[config.mk]
export PLATFORM = sky130hd
export DESIGN_NAME = activation_sequencer
export DESIGN_NICKNAME = d
export VERILOG_FILES = /design/src/rtl/activation_sequencer.sv
export SDC_FILE = /design/constraint.sdc
export NUM_CORES = 1
export LEC_CHECK = 0
export CAP_MARGIN = 15
export CORE_MARGIN = 2
export CORE_UTILIZATION = 45
export DETAILED_ROUTE_END_ITERATION = 7
export GPL_TIMING_DRIVEN = 0
export PLACE_DENSITY = 0.81
export SLEW_MARGIN = 25
export SYNTH_ARGS = -nofsm -noshare
export SYNTH_HDL_FRONTEND = slang
export SYNTH_SLANG_ARGS = --single-unit
[constraint.sdc]
create_clock -name clk -period 4.7 [get_ports clk]
set_clock_uncertainty 0.2 [all_clocks]
set_input_delay 0.705 -clock clk [delete_from_list [all_inputs] [get_ports clk]]
set_output_delay 0.705 -clock clk [all_outputs]
set_load 0.05 [all_outputs]
[src/rtl/activation_sequencer.sv]
// activation_sequencer
//   Shares one step-activation unit across every neuron of a layer. Neuron
//   sums arrive in index order on a valid/ready stream. Each sum is compared
//   (unsigned, strict >) against a per-neuron threshold held in a small
//   register file. The all-ones or all-zeros activation goes out on a
//   valid/ready stream, together with its neuron index and a last flag.
//
// Ports
//   clk, rst           single rising-edge clock, asynchronous active-high reset
//   cfg_we/addr/thr    threshold write port (only honoured while idle)
//   in_valid/ready     input handshake, in_data = unsigned neuron sum
//   out_valid/ready    output handshake
//   out_data           activation, all ones or all zeros
//   out_idx            neuron index of out_data
//   out_last           result belongs to neuron N_NEURONS-1
//   busy               a layer is in progress
//   layer_done         one-cycle pulse after the last result is taken

`timescale 1ns/1ps

module activation_sequencer #(
  parameter int N_NEURONS = 4,
  parameter int W         = 4,
  parameter int IDX_W     = 2
) (
  input  logic             clk,
  input  logic             rst,
  input  logic             cfg_we,
  input  logic [IDX_W-1:0] cfg_addr,
  input  logic [W-1:0]     cfg_thr,
  input  logic             in_valid,
  output logic             in_ready,
  input  logic [W-1:0]     in_data,
  output logic             out_valid,
  input  logic             out_ready,
  output logic [W-1:0]     out_data,
  output logic [IDX_W-1:0] out_idx,
  output logic             out_last,
  output logic             busy,
  output logic             layer_done
);

  typedef enum logic [1:0] {
    IDLE  = 2'd0,
    RUN   = 2'd1,
    DRAIN = 2'd2
  } state_t;

  localparam logic [IDX_W-1:0] LAST_IDX = IDX_W'(N_NEURONS - 1);

  state_t                      state_q, state_d;
  logic [IDX_W-1:0]            idx_q, idx_d;
  logic                        out_valid_q, out_valid_d;
  logic [W-1:0]                out_data_q, out_data_d;
  logic [IDX_W-1:0]            out_idx_q, out_idx_d;
  logic                        out_last_q, out_last_d;
  logic                        layer_done_q, layer_done_d;
  logic [N_NEURONS-1:0][W-1:0] thr_q, thr_d;

  logic accept;
  logic out_hs;
  logic last_accept;
  logic cfg_ok;

  // A single output register with no skid buffer: input can only be taken
  // when that register is empty or is being emptied in this same cycle.
  assign in_ready    = !out_valid_q || out_ready;
  assign accept      = in_valid && in_ready;
  assign out_hs      = out_valid_q && out_ready;
  assign last_accept = accept && (idx_q == LAST_IDX);

  // The table is frozen during a layer. An accept while idle also blocks the
  // write, so the first neuron of the layer always sees the old table.
  assign cfg_ok = cfg_we && (state_q == IDLE) && !accept;

  // Threshold register file, one write decoder per entry. Addresses with no
  // matching entry select nothing and are dropped.
  genvar gi;
  generate
    for (gi = 0; gi < N_NEURONS; gi++) begin : g_thr
      assign thr_d[gi] = (cfg_ok && (int'(cfg_addr) == gi)) ? cfg_thr : thr_q[gi];
    end
  endgenerate

  always_ff @(posedge clk or posedge rst) begin
    if (rst) begin
      thr_q <= '0;
    end else begin
      thr_q <= thr_d;
    end
  end

  // Datapath: index counter, output register and layer_done pulse.
  always_comb begin
    idx_d        = idx_q;
    out_valid_d  = out_valid_q;
    out_data_d   = out_data_q;
    out_idx_d    = out_idx_q;
    out_last_d   = out_last_q;
    layer_done_d = (state_q == DRAIN) && out_hs && out_last_q;
    if (accept) begin
      out_data_d  = (in_data > thr_q[idx_q]) ? '1 : '0;
      out_idx_d   = idx_q;
      out_last_d  = (idx_q == LAST_IDX);
      out_valid_d = 1'b1;
      idx_d       = (idx_q == LAST_IDX) ? '0 : idx_q + 1'b1;
    end else if (out_hs) begin
      out_valid_d = 1'b0;
    end
  end

  always_ff @(posedge clk or posedge rst) begin
    if (rst) begin
      idx_q        <= '0;
      out_valid_q  <= 1'b0;
      out_data_q   <= '0;
      out_idx_q    <= '0;
      out_last_q   <= 1'b0;
      layer_done_q <= 1'b0;
    end else begin
      idx_q        <= idx_d;
      out_valid_q  <= out_valid_d;
      out_data_q   <= out_data_d;
      out_idx_q    <= out_idx_d;
      out_last_q   <= out_last_d;
      layer_done_q <= layer_done_d;
    end
  end

  // FSM: state register
  always_ff @(posedge clk or posedge rst) begin
    if (rst) begin
      state_q <= IDLE;
    end else begin
      state_q <= state_d;
    end
  end

  // FSM: next state. An accept in the same cycle as the last-result handshake
  // is the first neuron of the next layer, so DRAIN goes straight back to RUN
  // (or stays in DRAIN when a layer has only one neuron).
  always_comb begin
    state_d = state_q;
    case (state_q)
      IDLE: begin
        if (accept) begin
          state_d = last_accept ? DRAIN : RUN;
        end
      end
      RUN: begin
        if (last_accept) begin
          state_d = DRAIN;
        end
      end
      DRAIN: begin
        if (out_hs && out_last_q) begin
          if (accept) begin
            state_d = last_accept ? DRAIN : RUN;
          end else begin
            state_d = IDLE;
          end
        end
      end
      default: state_d = IDLE;
    endcase
  end

  // FSM: outputs
  always_comb begin
    busy = (state_q != IDLE);
  end

  assign out_valid  = out_valid_q;
  assign out_data   = out_data_q;
  assign out_idx    = out_idx_q;
  assign out_last   = out_last_q;
  assign layer_done = layer_done_q;

endmodule
==> run metrics <==
# setup viols final 0; Post-Syn Instances roughly 100; routability congestion estimate 0.7281; CP Capture Point in_ready; pwr dens 630.2 nW/um^2; Routed Antenna Nets 0; clk_lat worst skew around 0.33 ns; IO Pins 26; Core ar. between 2000 and 3000 um^2; R2R cell count 7; Crit. Startpoint out_ready; Final Power 1.026 mW; leakage power roughly 0.73 nW; number of synthesis warnings 0; Final Hold Viols 0; biggest area consumer among synthesized cells dfrtp_1; fin crit period 3.055 ns; status finished clean; starting density of the core 0.4705; vias 896; Hold WC Path Type reg -> reg; post-synth cell types 27; CTS tree built; WL/cell 15.60 um; ant diodes 0; Layout Nets ~150; cts bufs inserted 3; Yosys top cell area share 0.5058; Worst R2R Start idx_q[0]$_DFFE_PP0N_; first-pass GRT wire length 4402 um; Tcrit/Tclk final 0.6501; Slew headroom 0.6388; sequential area share after synthesis 0.5058; DRT Wirelength 2528 um; Post-CTS Repair Setup Buffers 0; share of cells above drive strength 1 0.2595; synth top area cells dfrtp_1 (51%), mux2_2 (14%), mux4_2 (7.0%); Critical Path AT approximately 2.2 ns; Iter 0 DRT Violations 24; RR Endpoint out_data[2]$_DFFE_PP0N_; worst vdd ir 0.4213 mV; Area Growth Syn to Fin 26.56%; initial antenna violation count 0; FF-to-FF setup slack 2.41 ns; worst endpoint required time 3.80 ns; row count 19; Die Height 57.47 um; Mapped Nets 122; commonest non-fill, non-tap cell in the layout dfrtp_1; vias in the first global route 949; dpl hpwl slightly below 2000 um; Post-synth ARST share 1.000; clock slew at reported path FFs 0.13 ns; post-DR vias/cell 5.531; top_reg_cell synth dfrtp_1; Worst setup SP type input pin; # DRC 0; clk root buf clkbuf_4; CP Max Fanout 5; largest net degree at the start of global routing 27; Worst-Margin Slew 0.5410 ns; die area 3302 um^2; first-pass detailed-route iteration total 5; fmax 327.3 MHz; total track usage 0.1790; die width 57.47 um; Synth Register Bits 26; Netlist Area Pre-Place between 1000 and 1500 um^2; gr ovfl total 0; CTS Sinks 26; post-cts sizing count 0; most frequent cells in the layout dfrtp_1 (26), clkdlybuf4s50_1 (25), mux2_2 (16); crit path capture type output pin; Sum Neg Setup Slack 0 ns; Syn Area/Cell about 13 um^2; Clock Path Buffers 2; Port Buf Inserts 25; hold-fix buffers at CTS 0; Max Cap Violations 0; kind of critical path in -> out; RSZ-0062 raised after global routing no; number of synthesized flops with an enable pin 0; Final Slew Violations 0; CTS H-Tree Depth 1
[worst min-delay path by stage]
stage / start / endpoint / slack (ns) / cells after the start
2_1_floorplan: state_q[0]$_DFFE_PP0P_ / layer_done$_DFF_PP0_ / 0.25 / 1
3_3_place_gp: out_idx[1]$_DFFE_PP0N_ / out_idx[1]$_DFFE_PP0N_ / 0.26 / 2
3_5_place_dp: out_idx[1]$_DFFE_PP0N_ / out_idx[1]$_DFFE_PP0N_ / 0.27 / 2
4_1_cts: out_idx[1]$_DFFE_PP0N_ / out_idx[1]$_DFFE_PP0N_ / 0.30 / 2
5_1_grt: out_idx[1]$_DFFE_PP0N_ / out_idx[1]$_DFFE_PP0N_ / 0.33 / 2
6_report: out_idx[1]$_DFFE_PP0N_ / out_idx[1]$_DFFE_PP0N_ / 0.30 / 2
[cell families (layout without fill, tap and decap cells)]
family / Yosys count / in the layout / synth area share
muxes: 20 / 20 / 0.2101
buffers and inverters: 12 / 41 / 0.04571
and+or+nand+nor: 30 / 30 / 0.1449
adders and majority gates: 5 / 5 / 0.04864
AOI/OAI and AO/OA: 9 / 9 / 0.04475
DFF: 26 / 26 / 0.5058
[metrics by stage]
stage               instances  cell area (um^2)  utilization  worst slack (ns)  hold WS [ns]
CTS                       162              1628       0.5954             1.636        0.3018
detailed placement        158              1575       0.5762             1.635        0.2696
global route              162              1628       0.5954             1.604        0.3279
global placement          158              1575       0.5762             1.680        0.2569
finish                    162              1628       0.5954             1.645        0.2965
floorplan                 102              1286            -             2.406        0.2524
[cell type report]
cell class,instances,area [um^2]
fill,213,1106
sequential,26,650.6
multi-input combinational,64,576.8
timing repair buffer,25,250.2
tap,31,38.79
buffer,6,36.28
clock inverter,1,30.03
clock buffer,3,22.52
inverter,6,22.52
[worst max-delay path, stage by stage]
cell	delay [ns]
clkdlybuf4s50_1	0.49
nand2b_4	0.15
clkdlybuf4s50_1	0.80
[per-layer routing]
metal / up-vias / track usage / part of all wire / routed length (um)
met1: 453 / 0.2107 / 0.41 / 1029
met3: 5 / 0.03628 / 0.040 / 102
met4: 0 / 0.1096 / 0.027 / 68
met5: - / 0 / 0 / 0
met2: 21 / 0.2987 / 0.53 / 1328
li1: 417 / - / - / -
[where the power goes]
group	total (mW)	leakage [nW]	switching, mW	internal [mW]
Clock	0.155	0.0279	0.0682	0.0864
Combinational	0.488	0.380	0.253	0.235
Sequential	0.383	0.320	0.0650	0.318
[Yosys cell counts, types with 2 or more instances]
| master | count |
|---|---|
| dfrtp_1 | 26 |
| mux2_2 | 16 |
| nand2_1 | 15 |
| inv_1 | 6 |
| ha_1 | 5 |
| mux4_2 | 4 |
| nand3_1 | 4 |
| buf_4 | 3 |
| o21ai_0 | 3 |
| a21oi_1 | 2 |
| buf_2 | 2 |
[sequential cells by signal (all words and copies together), names as in the netlist]
name,count
thr_q,16
idx_q,2
out_idx,2
state_q,2
layer_done,1
out_data,1
out_last,1
out_valid,1
Note: power is estimated with default switching activity, not from simulation.
